### src/rtl/spi_pkg.sv
// Shared definitions for the spi_bonus register port and the masters that drive it.
package spi_pkg;

    localparam logic [1:0] SPI_ADDR_TX   = 2'd0;
    localparam logic [1:0] SPI_ADDR_RX   = 2'd1;
    localparam logic [1:0] SPI_ADDR_STAT = 2'd2;
    localparam int         SPI_STAT_RDY  = 1;

    typedef enum logic [1:0] {
        ST_IDLE = 2'd0,
        ST_XFER = 2'd1,
        ST_READ = 2'd2,
        ST_DONE = 2'd3
    } seq_state_e;

endpackage

### src/rtl/spi_seq_buf.sv
// DEPTH x 8 byte buffer: synchronous write port, asynchronous read port.
module spi_seq_buf #(
    parameter int DEPTH = 16
) (
    input  logic                     clk,
    input  logic                     we,
    input  logic [$clog2(DEPTH)-1:0] waddr,
    input  logic [7:0]               wdata,
    input  logic [$clog2(DEPTH)-1:0] raddr,
    output logic [7:0]               rdata
);

    logic [7:0] mem_r [DEPTH];

    // Byte write port
    always_ff @(posedge clk) begin
        if (we) begin
            mem_r[waddr] <= wdata;
        end
    end

    assign rdata = mem_r[raddr];

endmodule

### src/rtl/spi_xfer_sequencer.sv
// Streams a preloaded TX buffer through the spi_bonus register port and collects
// the looped-back bytes into an RX buffer, with a bounded number of bytes in flight.
module spi_xfer_sequencer
    import spi_pkg::*;
#(
    parameter int DEPTH   = 16,
    parameter int MAX_OUT = 4,
    parameter int TIMEOUT = 4096
) (
    input  logic                     clk,
    input  logic                     reset,
    input  logic                     start,
    input  logic [$clog2(DEPTH):0]   len,
    output logic                     busy,
    output logic                     done,
    output logic                     err,
    input  logic                     tx_we,
    input  logic [$clog2(DEPTH)-1:0] tx_waddr,
    input  logic [7:0]               tx_wdata,
    input  logic [$clog2(DEPTH)-1:0] rx_raddr,
    output logic [7:0]               rx_rdata,
    output logic [7:0]               spi_din,
    input  logic [7:0]               spi_dout,
    output logic                     spi_wren,
    output logic                     spi_rden,
    output logic [1:0]               spi_addr
);

    localparam int AW = $clog2(DEPTH);
    localparam int LW = AW + 1;
    localparam int OW = $clog2(MAX_OUT) + 1;
    localparam int PW = $clog2(TIMEOUT);
    localparam logic [LW-1:0] DEPTH_C   = LW'(DEPTH);
    localparam logic [OW-1:0] MAX_OUT_C = OW'(MAX_OUT);
    localparam logic [PW-1:0] POLL_LAST = PW'(TIMEOUT - 1);

    seq_state_e    state_r, state_s;
    logic [LW-1:0] len_r, len_s;
    logic [LW-1:0] wr_idx_r, wr_idx_s;
    logic [LW-1:0] rd_idx_r, rd_idx_s;
    logic [OW-1:0] out_r, out_s;
    logic [PW-1:0] poll_r, poll_s;
    logic          err_r, err_s;
    logic          rx_we_s;
    logic [7:0]    tx_rdata_s;

    // TX writes are only accepted while idle so a running transfer sees stable data
    spi_seq_buf #(.DEPTH(DEPTH)) u_tx_buf (
        .clk   (clk),
        .we    (tx_we && (state_r == ST_IDLE)),
        .waddr (tx_waddr),
        .wdata (tx_wdata),
        .raddr (wr_idx_r[AW-1:0]),
        .rdata (tx_rdata_s)
    );

    spi_seq_buf #(.DEPTH(DEPTH)) u_rx_buf (
        .clk   (clk),
        .we    (rx_we_s),
        .waddr (rd_idx_r[AW-1:0]),
        .wdata (spi_dout),
        .raddr (rx_raddr),
        .rdata (rx_rdata)
    );

    // State and counter registers
    always_ff @(posedge clk) begin
        if (reset) begin
            state_r  <= ST_IDLE;
            len_r    <= '0;
            wr_idx_r <= '0;
            rd_idx_r <= '0;
            out_r    <= '0;
            poll_r   <= '0;
            err_r    <= 1'b0;
        end else begin
            state_r  <= state_s;
            len_r    <= len_s;
            wr_idx_r <= wr_idx_s;
            rd_idx_r <= rd_idx_s;
            out_r    <= out_s;
            poll_r   <= poll_s;
            err_r    <= err_s;
        end
    end

    // Next-state, counter updates and bus decode; writes win over status polls
    always_comb begin
        state_s  = state_r;
        len_s    = len_r;
        wr_idx_s = wr_idx_r;
        rd_idx_s = rd_idx_r;
        out_s    = out_r;
        poll_s   = poll_r;
        err_s    = err_r;
        rx_we_s  = 1'b0;
        spi_wren = 1'b0;
        spi_rden = 1'b0;
        spi_addr = SPI_ADDR_TX;
        spi_din  = 8'h00;
        case (state_r)
            ST_IDLE: begin
                if (start) begin
                    err_s = 1'b0;
                    if (len != '0) begin
                        len_s    = (len > DEPTH_C) ? DEPTH_C : len;
                        wr_idx_s = '0;
                        rd_idx_s = '0;
                        out_s    = '0;
                        poll_s   = '0;
                        state_s  = ST_XFER;
                    end else begin
                        state_s = ST_DONE;
                    end
                end else begin
                    state_s = ST_IDLE;
                end
            end
            ST_XFER: begin
                if ((wr_idx_r < len_r) && (out_r < MAX_OUT_C)) begin
                    spi_wren = 1'b1;
                    spi_addr = SPI_ADDR_TX;
                    spi_din  = tx_rdata_s;
                    wr_idx_s = wr_idx_r + LW'(1);
                    out_s    = out_r + OW'(1);
                end else begin
                    spi_rden = 1'b1;
                    spi_addr = SPI_ADDR_STAT;
                    if (spi_dout[SPI_STAT_RDY]) begin
                        poll_s  = '0;
                        state_s = ST_READ;
                    end else if (poll_r == POLL_LAST) begin
                        err_s   = 1'b1;
                        state_s = ST_DONE;
                    end else begin
                        poll_s = poll_r + PW'(1);
                    end
                end
            end
            ST_READ: begin
                spi_rden = 1'b1;
                spi_addr = SPI_ADDR_RX;
                rx_we_s  = 1'b1;
                rd_idx_s = rd_idx_r + LW'(1);
                out_s    = out_r - OW'(1);
                if (rd_idx_r == (len_r - LW'(1))) begin
                    state_s = ST_DONE;
                end else begin
                    state_s = ST_XFER;
                end
            end
            ST_DONE: begin
                state_s = ST_IDLE;
            end
            default: begin
                state_s = ST_IDLE;
            end
        endcase
    end

    assign busy = (state_r != ST_IDLE);
    assign done = (state_r == ST_DONE);
    assign err  = err_r;

endmodule

### config.mk
export PLATFORM = sky130hd
export DESIGN_NAME = spi_xfer_sequencer
export DESIGN_NICKNAME = d
export VERILOG_FILES = /design/src/rtl/spi_pkg.sv /design/src/rtl/spi_seq_buf.sv /design/src/rtl/spi_xfer_sequencer.sv
export SDC_FILE = /design/constraint.sdc
export NUM_CORES = 1
export LEC_CHECK = 0
export CAP_MARGIN = 10
export CORE_ASPECT_RATIO = 1.25
export CORE_MARGIN = 3
export CORE_UTILIZATION = 70
export CTS_BUF_LIST = sky130_fd_sc_hd__clkbuf_4 sky130_fd_sc_hd__clkbuf_8
export CTS_CLUSTER_SIZE = 30
export DETAILED_ROUTE_END_ITERATION = 10
export DONT_BUFFER_PORTS = 1
export PLACE_DENSITY = 0.95
export SLEW_MARGIN = 5
export SYNTH_ARGS = -nofsm -noshare
export SYNTH_HDL_FRONTEND = slang
export SYNTH_SLANG_ARGS = --single-unit
### constraint.sdc
create_clock -name clk -period 6.2 [get_ports clk]
set_input_delay 1.24 -clock clk [delete_from_list [all_inputs] [get_ports clk]]
set_output_delay 1.24 -clock clk [all_outputs]
set_load 0.1 [all_outputs]
# [After elaboration in Yosys (flattened, before gate mapping)]
# Memory sizes are Yosys's and may differ from the RTL's. A register that Yosys moved wholly into a read port is not among the register bits.
# Index checks and enable logic that the tools add are counted.
[totals] mem_count=2 mem_bits_rw=256 reg_bits=33
[classes] addsub=6 reduce_logical=15 n_eq_ne=13 magnitude_cmp=3 mux=43
[mem_list] memory="u_rx_buf.mem_r" depth=16 word_bits=8 read_ports=1 rd_clocked_by_memory_dff=0 write_ports=1 line_no="spi_seq_buf.sv:13" text="logic [7:0] mem_r [DEPTH];"
[mem_list] memory="u_tx_buf.mem_r" depth=16 word_bits=8 read_ports=1 rd_clocked_by_memory_dff=1 write_ports=1 line_no="spi_seq_buf.sv:13"
[ops] cell="two-way mux 12 bit" count=5
[ops] cell="case mux 12 bit (2 select lines)" count=1
[ops] cell="two-way mux 5 bit" count=4
[ops] cell="case mux 5 bit (2 select lines)" count=2
[ops] cell="two-way mux 8 bit" count=2
[ops] cell="two-way mux 2 bit" count=7
[ops] cell="adder 12 x 1 -> 12 bit (second input constant)" count=1
[ops] cell="== test 12 bit (second input constant)" count=1
[ops] cell="two-way mux 1 bit" count=12
[ops] cell="adder 5 x 1 -> 5 bit (second input constant)" count=2
[ops] cell="!= test 2 bit (second input constant)" count=5
[ops] cell="AND reduction 5 bit" count=2
[ops] cell="two-way mux 3 bit" count=3
[ops] cell="case mux 3 bit (3 select lines)" count=1
[ops] cell="two-way mux 4 bit" count=2
[ops] cell="case mux 2 bit (4 select lines)" count=1
[ops] cell="AND reduction 4 bit" count=2
[ops] cell="!= test 3 bit (second input constant)" count=2
[ops] cell="AND reduction 3 bit" count=2
[ops] cell="nonzero test 2 bit" count=3
[ops] cell="== test 5 bit" count=1
[ops] cell="> comparator 5 bit (second input constant)" count=1
[ops] cell="< comparator 5 bit" count=1
[ops] cell="nonzero test 5 bit" count=1
[ops] cell="13 further kinds" count=16

# [Logic depth before layout (Yosys ltp)]
# Gate-level depths: netlist (run 1).
[logic_depth] word_depth=6 ltp_mapped=9 ltp_nobuf=8

# [Modules after synthesis]
# Synthesis (run 1) repeated with hierarchy kept, for this count alone.
[unflattened] hier_cells=702 hier_area_um2=12124.1
[modules_own_cells] module="spi_seq_buf" n_inst=2 seq_area_each_um2=3843.7 area_each_um2=4987.3 cells_per_inst=221
[modules_own_cells] module="spi_xfer_sequencer" n_inst=1 seq_area_each_um2=660.6 area_each_um2=2149.6 cells_per_inst=260

# [Worst setup path before layout (run 1)]
# OpenSTA, ideal clock, no wires.
[synth_timing] path_kind="register to output" from="register len_r[3]" to="output spi_din[0]" stages_incl_launch_ff=9 arrival_ns=3.146 n_path_buf=2 path_slack_ns=1.814 cell_sequence="dfxtp_1 > inv_1 > ha_1 > a21o_1 > a211oi_1 > o211ai_1 > clkbuf_1 > clkbuf_1 > nor2b_1"
[synth_via] elab_chain_len=4
[synth_rtl] element="start, declared" line_no="spi_xfer_sequencer.sv:38" text="logic [LW-1:0] len_r, len_s;"
[synth_rtl] element="start signal, assigned" line_no="spi_xfer_sequencer.sv:78" text="len_r <= len_s;"
[synth_rtl] element="< comparator 5 bit" line_no="spi_xfer_sequencer.sv:120" text="if ((wr_idx_r < len_r) && (out_r < MAX_OUT_C)) begin"
[synth_rtl] element="logical AND 1 bit" line_no="spi_xfer_sequencer.sv:120"
[synth_rtl] element="two-way mux 8 bit" line_no="spi_xfer_sequencer.sv:120"
[synth_rtl] element="two-way mux 8 bit" line_no="spi_xfer_sequencer.sv:101" text="case (state_r)"
[synth_rtl] element="end, declared" line_no="spi_xfer_sequencer.sv:22" text="output logic [7:0] spi_din,"
# No other way between the ends.

# [Final worst setup path (run 1)]
[layout_timing] from="register len_r[3]" to="output spi_rden"
[layout_via] elab_chain_len=4
[layout_rtl] element="< comparator 5 bit" line_no="spi_xfer_sequencer.sv:120"
[layout_rtl] element="logical AND 1 bit" line_no="spi_xfer_sequencer.sv:120"
[layout_rtl] element="two-way mux 1 bit" line_no="spi_xfer_sequencer.sv:120"
[layout_rtl] element="case mux 1 bit (2 select lines)" line_no="spi_xfer_sequencer.sv:101"
[layout_rtl] element="end, declared" line_no="spi_xfer_sequencer.sv:25" text="output logic spi_rden,"
# No other way between the ends.

==> results.json, run 1 <==
{
  "synth_top_cell_area_share": 0.644,
  "synth_area_leaders": "edfxtp_1 64%, mux4_2 15%, dfxtp_1 6.2%",
  "power.leakage_uw": 0.00413,
  "r2r-end": "u_tx_buf.mem_r[8][4]",
  "rsz0062_at_grt": "no",
  "dp_slack_ns": 2.05,
  "placed_cell_area_um2": 12200,
  "powerDensity_nw_per_um2": 324,
  "cts_tree": "yes",
  "ys_async_sr_fraction": 0,
  "fmax_mhz": 211,
  "end_kind": "primary output",
  "grt_pass1_wl_um": 41900,
  "cts_resized": 0,
  "drt-wirelength-per-cell_um": 29.5,
  "hold_violations": 0,
  "ys_seq_elements": 293,
  "gp_congestion": 0.892,
  "n_antenna_cell": 0,
  "postCtsSetupBuffers": 0,
  "synthFlopType": "edfxtp_1",
  "maxSlewHeadroom": 0.157,
  "cts_hold_buf": 0,
  "whs_ns": 0.502,
  "yosysWarnings": 0,
  "start_kind": "flop",
  "die_y_um": 152,
  "cts_sinks": 293,
  "portBuffers": 0,
  "avgSynthCellArea_um2": 18.0,
  "ios": 56,
  "grt_max_degree": 33,
  "post-route-util": 0.796,
  "hpwl_um": 17600,
  "cp.arrival_ns": 3.50,
  "antenna_found_initial": 0,
  "setup-violations-final": 0,
  "avgViaCountPerCell": 6.93,
  "root_buffer": "clkbuf_8",
  "wirelength_um": 27600,
  "min_period_ns": 4.74,
  "use_met1": 0.366,
  "met2_usage": 0.553,
  "crit_path_start": "len_r[3]",
  "grt_usage": 0.312,
  "critical_path_class": "flop to primary output",
  "cts_buffer_depth": 3,
  "core_um2": 16500,
  "hp-class": "flop to flop",
  "dr.first_iter.drc_count": 703,
  "die-area_um2": 18700,
  "die_w_um": 123,
  "worst_slack_ns": 1.46,
  "worstPathMaxFanout": 7,
  "vias": 6482,
  "fin_nets": 736,
  "irDropWorstVdd_v": 0.000219,
  "htree_levels": 2,
  "fin_skew_ns": 0.0142,
  "drt_first_pass_iters": 5,
  "min_path_cells": 2,
  "std_cell_rows": 52,
  "numCtsBuffers": 42,
  "reg2reg_slack_ns": 3.09,
  "synth_cell_types": 49,
  "drc": 0,
  "syn_inst": 664,
  "r2r_start": "state_r[0]",
  "status": "finished, final reports clean",
  "synth_nets": 715,
  "gr-usage-met3": 0.0617,
  "start_util": 0.725,
  "path_cells": "inv_1 > ha_1 > a21o_1 > a211oi_1 > o21ai_1 > and2_1 > o21a_1",
  "drv_cap": 0,
  "design_area_um2": 13100,
  "yosysTopAreaCell": "edfxtp_1",
  "yosys-top-cells-count": "256 x edfxtp_1, 80 x mux4_2, 53 x nor2_1, 37 x dfxtp_1, 26 x nand2_1",
  "drv_slew": 0,
  "path_clk_slew_ns": 0.07,
  "critPathRequiredTime_ns": 4.96,
  "fin_crit_sh": 0.764,
  "tightest_slew_ns": 1.26,
  "top_usage_layer": "met2",
  "layout-drive-gt1-share": 0.250,
  "synth-seq-area-share": 0.706,
  "gr-total-overflow": 0,
  "grt_pass1_vias": 6845,
  "tns_ns": 0,
  "slowest_delay_ns": 0.93,
  "reg2regPathDepth": 5,
  "hold_end": "len_r[1]",
  "area_delta_synth_final_pct": 9.73,
  "yosysMostFrequentCell": "edfxtp_1",
  "clk_latency_ns": 0.54,
  "hp-start": "len_r[1]",
  "ant_nets": 0,
  "cpMaxStageDelayCell": "and2_1",
  "synth_edf_count": 256,
  "syn_area_um2": 11900
}
==> sequential cells by signal (all words and copies together) (netlist names), named ones only <==
| name | count |
|---|---|
| len_r | 5 |
| u_tx_buf.mem_r | 128 |
| wr_idx_r | 5 |
| u_rx_buf.mem_r | 128 |
| out_r | 3 |
| err | 1 |
| state_r | 2 |
| poll_r | 12 |
| rd_idx_r | 5 |
==> layout make-up <==
| cell class | count | area [um^2] |
|---|---|---|
| fill | 742 | 3360 |
| timing repair buffer | 8 | 72.6 |
| tap | 216 | 270 |
| clock inverter | 20 | 179 |
| inverter | 14 | 52.6 |
| clock buffer | 58 | 723 |
| multi-input combinational | 326 | 3370 |
| sequential | 293 | 8430 |
==> cells in the final DEF, fill, tap and decap left out, drive strengths merged, types with 3 or more instances in the layout <==
cell and n:
a32oi 3, nand3 13, and2 4, nand4 5, a31o 3, or3 5
nand4b 5, nand2 27, mux4 80, bufinv 3, a21oi 23, nor2b 8
nor3 11, nand2b 11, xor2 9, clkinv 14, o21ai 8, nor2 53
edfxtp 256, buf 8, xnor2 8, ha 17, dfxtp 37, o211ai 3
and3 4, inv 15, clkbuf 58
==> worst max path at each step <==
stage	endpoint	slack [ns]	cells past startpoint
3_3_place_gp	spi_rden	2.16	7
3_5_place_dp	spi_rden	2.05	7
2_1_floorplan	spi_din[0]	1.81	8
4_1_cts	spi_rden	1.45	7
6_report	spi_rden	1.46	7
5_1_grt	spi_rden	1.30	6
==> where the power goes <==
part | switching, uW | internal (uW) | total [uW]
clock network | 731 | 890 | 1620
logic | 275 | 151 | 426
registers | 23.2 | 2170 | 2190
total | 1030 | 3210 | 4240
==> kinds of logic after synthesis <==
| kind of cell | count (synthesis) | synth area share |
|---|---|---|
| flops | 293 | 0.706 |
| xor+xnor | 17 | 0.0125 |
| simple gates | 153 | 0.0633 |
| buf+inv | 45 | 0.0149 |
| mux | 81 | 0.152 |
| fa+ha+maj | 18 | 0.0195 |
| compound gates | 57 | 0.0321 |
==> per-stage QoR <==
stage	std cells	total power (uW)
2_1_floorplan	664	2580
3_3_place_gp	856	2620
3_5_place_dp	856	2650
4_1_cts	934	4240
5_1_grt	935	4360
6_report	935	4240
==> metal layers <==
layer  share of wire  up-vias
met3           0.079      113
li1                -     2698
met5               0        -
met2            0.56      413
met4           0.048        0
met1            0.32     3258
==> critical path: cells and delay by family (launching register included) <==
family | cells | cell delay, ns
AO/OA/AOI/OAI | 4 | 1.22
adder cells (fa/ha/maj) | 1 | 0.31
buffers and inverters | 1 | 0.09
flip-flops | 1 | 0.40
AND/OR/NAND/NOR | 1 | 0.93
No activity file was read; power rests on OpenSTA's default activity.
==> run 2: changes to the inputs <==
--- a/config.mk
+++ b/config.mk
@@ -8,12 +8,12 @@
 export CAP_MARGIN = 10
 export CORE_ASPECT_RATIO = 1.25
 export CORE_MARGIN = 3
-export CORE_UTILIZATION = 70
+export CORE_UTILIZATION = 59
 export CTS_BUF_LIST = sky130_fd_sc_hd__clkbuf_4 sky130_fd_sc_hd__clkbuf_8
 export CTS_CLUSTER_SIZE = 30
 export DETAILED_ROUTE_END_ITERATION = 10
 export DONT_BUFFER_PORTS = 1
-export PLACE_DENSITY = 0.95
+export PLACE_DENSITY = 0.89
 export SLEW_MARGIN = 5
 export SYNTH_ARGS = -nofsm -noshare
 export SYNTH_HDL_FRONTEND = slang
==> constraint.sdc (replaced) <==
create_clock -name clk -period 4.1 [get_ports clk]
set_input_delay 0.82 -clock clk [delete_from_list [all_inputs] [get_ports clk]]
set_output_delay 0.82 -clock clk [all_outputs]
set_load 0.1 [all_outputs]
==> results.json, run 2 (synthesis results as in run 1) <==
{
  "critical_path_class": "flop to primary output",
  "end_kind": "primary output",
  "irDropWorstVdd_v": 0.000359,
  "fin_nets": 750,
  "clk_latency_ns": 0.52,
  "worstPathMaxFanout": 21,
  "grt_pass1_wl_um": 37900,
  "largest_registers": "u_rx_buf.mem_r (128), u_tx_buf.mem_r (128), poll_r (12)",
  "avgViaCountPerCell": 6.27,
  "min_path_cells": 1,
  "fin_cells": 994,
  "hp-class": "input port to flop",
  "die_y_um": 165,
  "r2r-end": "u_tx_buf.mem_r[12][7]",
  "whs_ns": 0.365,
  "path_clk_slew_ns": 0.06,
  "tightest_slew_ns": 1.17,
  "fmax_mhz": 280,
  "drv_slew": 0,
  "fin_skew_ns": 0.0122,
  "postCtsSetupBuffers": 0,
  "antenna_found_initial": 0,
  "hold_violations": 0,
  "std_cell_rows": 57,
  "cp.arrival_ns": 2.75,
  "power_uw": 6150,
  "area_delta_synth_final_pct": 10.2,
  "final_cell_mix": "256 x edfxtp_1, 80 x mux4_2, 53 x nor2_1",
  "maxSlewHeadroom": 0.220,
  "die_w_um": 133,
  "vias": 6237,
  "post-route-util": 0.668,
  "fin_crit_sh": 0.870,
  "drv_cap": 0,
  "layout_commonest_cell": "edfxtp_1",
  "htree_levels": 2,
  "numCtsBuffers": 44,
  "layout-drive-gt1-share": 0.247,
  "drt-wirelength-per-cell_um": 24.5,
  "cts_resized": 0,
  "n_antenna_cell": 0,
  "rsz0062_at_grt": "no",
  "grt_max_degree": 33,
  "drt_first_pass_iters": 5,
  "r2r_start": "state_r[0]",
  "start_util": 0.606,
  "core_um2": 19700,
  "grt_usage": 0.229,
  "cts_hold_buf": 0,
  "min_period_ns": 3.57,
  "die-area_um2": 22000,
  "cts_sinks": 293,
  "tns_ns": 0,
  "reg2reg_slack_ns": 1.19,
  "hp-start": "reset",
  "start_kind": "flop",
  "status": "finished, final reports clean",
  "grt_pass1_vias": 6508,
  "place_inst": 918,
  "root_buffer": "clkbuf_8",
  "power.leakage_uw": 0.00415,
  "hpwl_um": 16100,
  "gp_congestion": 0.815,
  "cts_tree": "yes",
  "dr.first_iter.drc_count": 416,
  "gr-total-overflow": 0,
  "cts_buffer_depth": 3,
  "drc": 0,
  "ant_nets": 0,
  "critPathRequiredTime_ns": 3.28,
  "setup-violations-final": 0,
  "wirelength_um": 24300,
  "ios": 56,
  "reg2regPathDepth": 5,
  "powerDensity_nw_per_um2": 468,
  "portBuffers": 0,
  "hold_end": "len_r[1]"
}
## run 2: area by class of cell
type / count / area (um^2)
clock buffer: 55 / 694
clock inverter: 21 / 110
fill: 1252 / 6530
inverter: 14 / 52.6
multi-input combinational: 326 / 3370
sequential: 293 / 8430
tap: 265 / 332
timing repair buffer: 20 / 163
## run 2: worst max path at each step
| stage | start | endpoint | depth (start not counted) |
|---|---|---|---|
| after floorplan | len_r[3] | spi_din[0] | 8 |
| after global placement | flop | spi_din[5] | 5 |
| after detailed placement | len_r[3] | spi_din[6] | 8 |
| after CTS | len_r[3] | spi_din[6] | 8 |
| after global routing | len_r[3] | spi_din[6] | 8 |
| final | len_r[3] | spi_din[6] | 8 |
## run 2: metal layers
layer  track usage  part of all wire  vias up
met5             0                 0        -
met2         0.413              0.54      283
li1              -                 -     2717
met4        0.0669             0.024        0
met1         0.282              0.37     3186
met3        0.0500             0.072       51
## run 2: critical path: stages, from the launching register on
cell and delay (ns):
dfxtp_1 0.41, inv_1 0.09, ha_1 0.32, a21o_1 0.18
a211oi_1 0.29, o211ai_1 0.14, buf_4 0.27, nor2b_2 0.20
buf_4 0.32
## run 2: power by group
part,internal (uW),switching (uW),leakage [uW]
logic,238,407,0.00112
registers,3280,23.8,0.00261
clock network,1170,1030,0.000424
## run 2: metrics by stage
stage	area, um^2	worst slack [ns]
floorplan	11900	0.134
global placement	12300	1.18
detailed placement	12300	1.12
CTS	13200	0.510
global route	13200	0.388
finish	13200	0.533
